===== config.mk =====
export PLATFORM = sky130hd
export DESIGN_NAME = exec_unit_param
export DESIGN_NICKNAME = d
export VERILOG_FILES = /design/src/rtl/isa_pkg.sv /design/src/rtl/exec_alu.sv /design/src/rtl/exec_unit_param.sv
export SDC_FILE = /design/constraint.sdc
export NUM_CORES = 1
export LEC_CHECK = 0
export ABC_AREA = 1
export ABC_CLOCK_PERIOD_IN_PS = 2400
export BUFFER_PORTS_ARGS = -buffer_cell sky130_fd_sc_hd__buf_2
export CELL_PAD_IN_SITES_DETAIL_PLACEMENT = 2
export CELL_PAD_IN_SITES_GLOBAL_PLACEMENT = 2
export CORE_ASPECT_RATIO = 0.9
export CORE_UTILIZATION = 31
export DETAILED_ROUTE_END_ITERATION = 10
export PLACE_DENSITY_LB_ADDON = 0.1
export SYNTH_ARGS = -nofsm -noshare
export SYNTH_HDL_FRONTEND = slang
export SYNTH_SLANG_ARGS = --single-unit

===== constraint.sdc =====
create_clock -name clk -period 2.4 [get_ports clk]
set_input_delay 0.24 -clock clk [delete_from_list [all_inputs] [get_ports clk]]
set_output_delay 0.24 -clock clk [all_outputs]
set_load 0.01 [all_outputs]

===== src/rtl/isa_pkg.sv =====
// Shared ISA definitions for the two-byte-instruction execution unit:
// opcode encoding, instruction field widths, FSM states and decode helpers.
package isa_pkg;

    localparam int OPC_BITS  = 4;
    localparam int RD_BITS   = 4;
    localparam int RS_BITS   = 4;
    localparam int IMM_BITS  = 8;
    localparam int BYTE_BITS = 8;

    typedef enum logic [OPC_BITS-1:0] {
        OP_NOP  = 4'd0,
        OP_LDI  = 4'd1,
        OP_ADD  = 4'd2,
        OP_SUB  = 4'd3,
        OP_AND  = 4'd4,
        OP_OR   = 4'd5,
        OP_XOR  = 4'd6,
        OP_JMP  = 4'd7,
        OP_JZ   = 4'd8,
        OP_HALT = 4'd9
    } opcode_e;

    typedef enum logic [2:0] {
        ST_FETCH_HI = 3'd0,
        ST_FETCH_LO = 3'd1,
        ST_EXECUTE  = 3'd2,
        ST_HALTED   = 3'd3
    } state_e;

    // Opcodes that write rd and refresh the zero flag.
    function automatic logic op_writes_reg(input logic [OPC_BITS-1:0] op);
        logic w;
        case (op)
            OP_LDI, OP_ADD, OP_SUB, OP_AND, OP_OR, OP_XOR: w = 1'b1;
            default:                                       w = 1'b0;
        endcase
        return w;
    endfunction

    function automatic logic op_is_illegal(input logic [OPC_BITS-1:0] op);
        return (op > OP_HALT);
    endfunction

endpackage


===== src/rtl/exec_alu.sv =====
// Combinational ALU for exec_unit_param: LDI pass-through and the five
// two-operand operations, all modulo 2^DATA_BITS, plus a zero indication.
module exec_alu
    import isa_pkg::*;
#(
    parameter int DATA_BITS = 8
) (
    input  logic [OPC_BITS-1:0]  op_i,
    input  logic [DATA_BITS-1:0] a_i,
    input  logic [DATA_BITS-1:0] b_i,
    input  logic [IMM_BITS-1:0]  imm_i,
    output logic [DATA_BITS-1:0] result_o,
    output logic                 zero_o
);

    // Operation select; non-writing opcodes yield zero and are ignored upstream.
    always_comb begin
        result_o = {DATA_BITS{1'b0}};
        case (op_i)
            OP_LDI:  result_o = DATA_BITS'(imm_i);
            OP_ADD:  result_o = a_i + b_i;
            OP_SUB:  result_o = a_i - b_i;
            OP_AND:  result_o = a_i & b_i;
            OP_OR:   result_o = a_i | b_i;
            OP_XOR:  result_o = a_i ^ b_i;
            default: result_o = {DATA_BITS{1'b0}};
        endcase
        zero_o = (result_o == {DATA_BITS{1'b0}});
    end

endmodule


===== src/rtl/exec_unit_param.sv =====
// Multi-cycle execution unit: fetches two-byte instructions, executes on a
// small register file. Define EXEC_UNIT_STEP_EN to add single-step control.
module exec_unit_param
    import isa_pkg::*;
#(
    parameter int DATA_BITS = 8,
    parameter int ADDR_BITS = 8,
    parameter int REG_COUNT = 4
) (
    input  logic                         clk,
    input  logic                         reset,
    output logic [ADDR_BITS-1:0]         mem_addr,
    output logic                         mem_rd_req,
    input  logic [BYTE_BITS-1:0]         mem_rd_data,
    input  logic                         mem_rd_valid,
    output logic [ADDR_BITS-1:0]         pc,
    output logic                         halted,
    output logic                         illegal,
    input  logic [$clog2(REG_COUNT)-1:0] dbg_sel,
    output logic [DATA_BITS-1:0]         dbg_data
`ifdef EXEC_UNIT_STEP_EN
    ,
    input  logic                         step
`endif
);

    localparam int SEL_BITS = $clog2(REG_COUNT);

`ifdef EXEC_UNIT_STEP_EN
    localparam logic FREE_RUN = 1'b0;
`else
    localparam logic FREE_RUN = 1'b1;
`endif

    state_e                 state_q;
    logic [ADDR_BITS-1:0]   pc_q;
    logic [ADDR_BITS-1:0]   addr_q;
    logic [BYTE_BITS-1:0]   ir_hi_q;
    logic [BYTE_BITS-1:0]   ir_lo_q;
    logic                   req_q;
    logic                   halted_q;
    logic                   illegal_q;
    logic                   z_q;
    logic [DATA_BITS-1:0]   regs_q [REG_COUNT];
`ifdef EXEC_UNIT_STEP_EN
    logic                   armed_q;
`endif

    logic [OPC_BITS-1:0]    opcode_s;
    logic [SEL_BITS-1:0]    rd_s;
    logic [SEL_BITS-1:0]    rs1_s;
    logic [SEL_BITS-1:0]    rs2_s;
    logic [ADDR_BITS-1:0]   imm_addr_s;
    logic [ADDR_BITS-1:0]   pc_seq_s;
    logic [ADDR_BITS-1:0]   pc_next_s;
    logic [DATA_BITS-1:0]   alu_result_s;
    logic                   alu_zero_s;
    logic                   writes_s;
    logic                   fetch_go_s;
    logic                   unused_rd_hi_s;

`ifdef EXEC_UNIT_STEP_EN
    assign fetch_go_s = armed_q;
`else
    assign fetch_go_s = 1'b1;
`endif

    // Upper rd bits are ignored when the register file is smaller than 16.
    assign unused_rd_hi_s = ^ir_hi_q[RD_BITS-1:0];

    // Field extraction and next-pc selection for the instruction in EXECUTE.
    always_comb begin
        opcode_s   = ir_hi_q[BYTE_BITS-1 -: OPC_BITS];
        rd_s       = ir_hi_q[SEL_BITS-1:0];
        rs1_s      = ir_lo_q[RS_BITS +: SEL_BITS];
        rs2_s      = ir_lo_q[0 +: SEL_BITS];
        imm_addr_s = ADDR_BITS'(ir_lo_q);
        pc_seq_s   = pc_q + ADDR_BITS'(2'd2);
        writes_s   = op_writes_reg(opcode_s);
        case (opcode_s)
            OP_JMP:  pc_next_s = imm_addr_s;
            OP_JZ: begin
                if (z_q) begin
                    pc_next_s = imm_addr_s;
                end else begin
                    pc_next_s = pc_seq_s;
                end
            end
            OP_HALT: pc_next_s = pc_q;
            default: pc_next_s = pc_seq_s;
        endcase
    end

    exec_alu #(
        .DATA_BITS (DATA_BITS)
    ) u_alu (
        .op_i     (opcode_s),
        .a_i      (regs_q[rs1_s]),
        .b_i      (regs_q[rs2_s]),
        .imm_i    (ir_lo_q),
        .result_o (alu_result_s),
        .zero_o   (alu_zero_s)
    );

    // Control FSM: two fetch beats, one execute beat; mem_addr/req are registered.
    always_ff @(posedge clk) begin
        if (reset) begin
            state_q  <= ST_FETCH_HI;
            pc_q     <= {ADDR_BITS{1'b0}};
            addr_q   <= {ADDR_BITS{1'b0}};
            ir_hi_q  <= {BYTE_BITS{1'b0}};
            ir_lo_q  <= {BYTE_BITS{1'b0}};
            req_q    <= FREE_RUN;
            halted_q <= 1'b0;
`ifdef EXEC_UNIT_STEP_EN
            armed_q  <= 1'b0;
`endif
        end else begin
            case (state_q)
                ST_FETCH_HI: begin
                    if (fetch_go_s && mem_rd_valid) begin
                        ir_hi_q <= mem_rd_data;
                        addr_q  <= pc_q + ADDR_BITS'(1'b1);
                        state_q <= ST_FETCH_LO;
                    end
`ifdef EXEC_UNIT_STEP_EN
                    else if (!armed_q && step) begin
                        armed_q <= 1'b1;
                        req_q   <= 1'b1;
                    end
`endif
                end
                ST_FETCH_LO: begin
                    if (mem_rd_valid) begin
                        ir_lo_q <= mem_rd_data;
                        req_q   <= 1'b0;
                        state_q <= ST_EXECUTE;
                    end
                end
                ST_EXECUTE: begin
                    pc_q   <= pc_next_s;
                    addr_q <= pc_next_s;
`ifdef EXEC_UNIT_STEP_EN
                    armed_q <= 1'b0;
`endif
                    if (opcode_s == OP_HALT) begin
                        halted_q <= 1'b1;
                        req_q    <= 1'b0;
                        state_q  <= ST_HALTED;
                    end else begin
                        req_q    <= FREE_RUN;
                        state_q  <= ST_FETCH_HI;
                    end
                end
                ST_HALTED: begin
                    req_q <= 1'b0;
                end
                default: begin
                    req_q   <= 1'b0;
                    state_q <= ST_FETCH_HI;
                end
            endcase
        end
    end

    // Register file, zero flag and sticky illegal flag; updated only in EXECUTE.
    always_ff @(posedge clk) begin
        if (reset) begin
            for (int i = 0; i < REG_COUNT; i++) begin
                regs_q[i] <= {DATA_BITS{1'b0}};
            end
            z_q       <= 1'b0;
            illegal_q <= 1'b0;
        end else if (state_q == ST_EXECUTE) begin
            if (writes_s) begin
                regs_q[rd_s] <= alu_result_s;
                z_q          <= alu_zero_s;
            end
            if (op_is_illegal(opcode_s)) begin
                illegal_q <= 1'b1;
            end
        end
    end

    // Request is forced low while reset is high so an in-flight fetch is dropped.
    assign mem_rd_req = req_q & ~reset;
    assign mem_addr   = addr_q;
    assign pc         = pc_q;
    assign halted     = halted_q;
    assign illegal    = illegal_q;
    assign dbg_data   = regs_q[dbg_sel];

endmodule


[Yosys cells after proc, flatten, opt, wreduce, memory -nomap -nowiden]
Memories as Yosys holds them, arrays and structs flattened. A register that Yosys moved wholly into a read port is not among the register bits.
Cells that the tools add are included.
Word-level totals
  register bits: 39
  RAM bits: 32
  input bits: 13
  output and inout port bits: 27
  logic and storage cells: 75
  memories kept: 1
Operators by class
  add/sub/neg operators: 4
  order comparisons: 1
  equality and inequality tests: 14
  muxes and demuxes: 26
  bitwise logic cells: 7
  reductions and logical operators: 13
Memories
  regs_q: depth 4, bits a word 8, rd ports 3, clocked after memory_dff 2, write ports 4, RTL line exec_unit_param.sv:44  | logic [DATA_BITS-1:0] regs_q [REG_COUNT];
Operators with widths (number)
  one-hot mux 8 bit (6 select lines): 1
  2-to-1 mux 8 bit: 3
  one-hot mux 8 bit (3 select lines): 1
  == test 4 x 3 -> 1 bit (second input constant): 4
  one-hot mux 8 bit (2 select lines): 1
  AND reduction 2 bit: 7
  2-to-1 mux 2 bit: 6
  one-hot mux 3 bit (4 select lines): 1
  2-to-1 mux 1 bit: 10
  adder 8 x 1 -> 8 bit (second input constant): 1
  adder 8 x 2 -> 8 bit (second input constant): 1
  adder 8 bit: 1
  AND 8 bit: 1
  == test 4 x 2 -> 1 bit (second input constant): 2
  == test 4 bit (second input constant): 2
  logical NOT 8 bit: 1
  OR 8 bit: 1
  OR reduction 8 bit: 1
  subtractor 8 bit: 1
  XOR 8 bit: 1
  == test 3 x 2 -> 1 bit (second input constant): 2
  2-to-1 mux 3 bit: 2
  OR reduction 6 bit: 1
  == test 4 x 1 -> 1 bit (second input constant): 1
  9 further kinds: 12

[Longest topological paths before layout]
  depth in word-level cells: 9
  depth in mapped cells: 24
  depth with buffers taken out: 23

[Cells and area by module]
A second synthesis with hierarchy kept.
Second synthesis, totals
  cells, all modules: 687
  area total of the unflattened synthesis: 4909.7 um^2
Modules (own cells, without submodules)
  exec_unit_param: instances 1, cells each 477, area each 3722.3 um^2, sequential area each 1761.7 um^2
  exec_alu: instances 1, cells each 210, area each 1187.4 um^2, sequential area each 0.0 um^2

[Least setup slack after synthesis]
OpenSTA, ideal clock, no wires.
  path kind: register to register
  from: reg (tool-made name)
  to: reg z_q
  library setup time: 0.060 ns
  data arrival time: 2.561 ns
  required time: 2.340 ns
  path slack: -0.220 ns
  stages on the path, launching flop included: 23
  buffers on the path: 1
  clock period less this slack: 2.620 ns
  cell sequence: dfxtp_1 buf_4 clkinv_2 nand3_1 nand2_1 ha_1 inv_1 nor2_1 nand2_1 nand2_1 xor2_1 ha_1 nand2_1 or2_2 nand3_1 nand2_1 nand3_1 nand2_1 inv_1 nand2_1 nor2_1 nand3_1 nand2_1
RTL lines
  end signal: assignment: RTL line exec_unit_param.sv:177  | z_q <= alu_zero_s;
  end: declaration: RTL line exec_unit_param.sv:43  | logic z_q;

==> reports/metrics.cfg <==
[synthesis]
yosys_warnings=0
synth_edf_count=32
synth_area_um2=4790
syn_inst=669
avgSynthCellArea_um2=7.16
ys_seq_area_share_pct=36.8
synth.distinct_cells=44
async_flop_share_pct=0
synth_nets=709
ys_ff_latch=72
ys.flop_type=dfxtp_1

[floorplan]
pin_count=40
num_rows=42
die_h_um=120
die_width_um=133
start_util_pct=32.1
dieArea_um2=16000
design.core.area_um2=14900

[timing]
fin_ws_ns=-0.770
hold_ws_ns=0.175
tightest_slew_ns=0.660
slew_viol_final=0
slew_headroom_pct=56.0
rsz0062_at_grt=true
min_period_over_period_pct=132
hold_viol_final=0
finalCriticalPeriod_ns=3.17
finClkSkew_ns=0.0142
clock.fmax_mhz=315
setup_viol=30

[clock_network]
insertion_delay_ns=0.36
htree_levels=3
cts_num_sinks=72
clk_pin_slew_ns=0.07
cts_made_buffers=9
cts_root_buffer=clkbuf_16
cts_max_path_buffers=2
hold_buffers=0
cts_tree=built

[worst_setup_path]
start_kind=register
path_class=reg2reg
cp.arrival_ns=3.38
required_ns=2.61
end_kind=register
crit_path_max_fanout=8

[grt]
grt_first_pass_wirelength_um=33600
overflow=0
antenna_found_initial=0
grt_usage_pct=28.1
grt_pass1_vias=5890
grt_max_degree=19

[routing]
drc=0
drt_iter0_markers=402
wl_per_cell_um=23.5
vias=5476
vias_per_cell=5.34
drtPass1Iterations=5
routed_wirelength_um=24100
ant_nets=0

[pwr]
power_density_nw_per_um2=670
peakVddDrop_uv=363
p_comb_share_pct=33.0
power.share.clock_pct=36.4
power_leakage_nw=3.05
swShare_pct=34.4
power_switching_mw=1.56
seq_power_share_pct=30.6
internal-power_mw=2.98

[cells_and_area]
drive_gt1_share_pct=34.7
final_cell_count_no_fill=1025
final_common_cell=nand2_1
finalNetCount=862
num_antenna_cells=0
final_util_pct=45.5
layout_common_cells=nand2_1 (139), buf_4 (116), nor2_1 (71)
syn_to_final_growth_pct=41.6

[status]
violations=setup timing
outcome=finished with violations

[placed_design]
place_congestion=0.909
port_buffers=39
dp_hpwl_um=16500
placedCellCount=996

[flow_run]
maxCapViolCount=0

[min_path]
hold_path.class=in2reg

metal layers:
layer  up-vias  wire length (µm)  track usage (%)
li1       2524                 -                -
met5         -                 0                0
met2       157             11800             47.5
met1      2760             10500             36.1
met3        35              1230             6.17
met4         0               521             7.47
Yosys cell counts, types with 2 or more instances:
master | instances | area share [%]
buf_2 | 2 | 0.21
ha_1 | 26 | 6.8
edfxtp_1 | 32 | 20
inv_2 | 11 | 0.86
a31oi_1 | 7 | 0.91
dfxtp_1 | 40 | 17
o221ai_1 | 3 | 0.55
nand4_1 | 5 | 0.65
a32oi_1 | 7 | 1.3
o211ai_1 | 3 | 0.47
o21ai_1 | 4 | 0.42
nand3b_1 | 2 | 0.31
a211oi_1 | 2 | 0.31
nand3_2 | 5 | 1.0
or2_2 | 2 | 0.26
nand2_2 | 12 | 1.6
buf_6 | 2 | 0.47
inv_1 | 74 | 5.8
xor2_1 | 11 | 2.0
clkbuf_1 | 12 | 0.94
nor2_2 | 8 | 1.0
a22oi_1 | 3 | 0.47
o22ai_1 | 8 | 1.0
nand3_1 | 38 | 4.0
a21oi_1 | 47 | 4.9
nand2_1 | 154 | 12
nor3_1 | 5 | 0.52
o21ai_0 | 50 | 5.2
nor2_1 | 79 | 6.2
power groups by stage:
| stage | registers (mW) | logic, mW | clock network, mW |
|---|---|---|---|
| 3_3_place_gp | 1.41 | 1.08 | 0 |
| 2_1_floorplan | 1.40 | 0.606 | 0 |
| 5_1_grt | 1.40 | 1.59 | 1.71 |
| 3_5_place_dp | 1.41 | 1.15 | 0 |
| 6_report | 1.39 | 1.50 | 1.65 |
| 4_1_cts | 1.39 | 1.28 | 1.64 |
worst max-delay path, cell delays in order (launching register included):
cell and delay, ns:
dfxtp_4 0.37, buf_12 0.13, clkinv_8 0.07, nand2_1 0.11, nand3_2 0.09, nand2_2 0.11, inv_1 0.11, nor2_4 0.17
nand2_1 0.09, nand2_1 0.11, xor2_1 0.20, ha_2 0.36, nand2_2 0.14, inv_2 0.05, nand4_1 0.14, nand3_2 0.10
nand2_1 0.10, nand3_1 0.08, nand2_1 0.12, inv_2 0.07, buf_4 0.14, nor2_1 0.13
final timing paths:
kind	startpoint	end	slack (ns)	depth (start not counted)
worst max-delay path	register	regs_q[0][5]	-0.77	21
worst min-delay path	mem_rd_data[1]	ir_hi_q[1]	0.17	3
worst max register to register	register	regs_q[0][5]	-0.77	21
worst min register to register	halted	halted	0.46	2
stage by stage:
stage / setup TNS, ns / setup slack [ns] / power [mW] / instance area, µm²
final: -14.70 / -0.770 / 4.55 / 6790
after global routing: -19.51 / -0.887 / 4.70 / 6790
after CTS: -8.32 / -0.435 / 4.31 / 6580
after detailed placement: -12.86 / -0.718 / 2.56 / 6000
after global placement: -7.32 / -0.476 / 2.49 / 6000
after floorplan: -0.154 / -0.0339 / 2.00 / 4850
flip-flops by register name (all words and copies together), names as in the netlist, named ones only:
| register | count |
|---|---|
| ir_hi_q | 6 |
| req_q | 1 |
| mem_addr | 8 |
| illegal | 1 |
| imm_addr_s | 8 |
| pc | 8 |
| z_q | 1 |
| state_q | 2 |
| regs_q | 32 |
| halted | 1 |
cells by family after synthesis:
| logic type | synth area share, % |
|---|---|
| xor gates and xnor gates | 2.19 |
| DFF | 36.8 |
| adders and majority gates | 7.20 |
| buffers and inverters | 9.11 |
| and+or+nand+nor | 28.3 |
| AOI/OAI and AO/OA | 16.4 |
cell type report:
| type | instances | area (µm²) |
|---|---|---|
| well taps | 198 | 248 |
| repair buffers | 161 | 1160 |
| inverters | 87 | 344 |
| multi-input cells | 491 | 2900 |
| clock inverters | 4 | 77.6 |
| clock buffers | 12 | 279 |
| flip-flops and latches | 72 | 1770 |
| fillers | 1684 | 8140 |
what timing repair did:
item / 4_1_cts / 5_1_grt
gates cloned: 0 / 1
gates resized for setup: 54 / 29
buffers inserted: 3 / 9
endpoints found under the setup margin: 29 / 37
pin swaps: 10 / 14
Note: power is estimated with default switching activity, not from simulation.
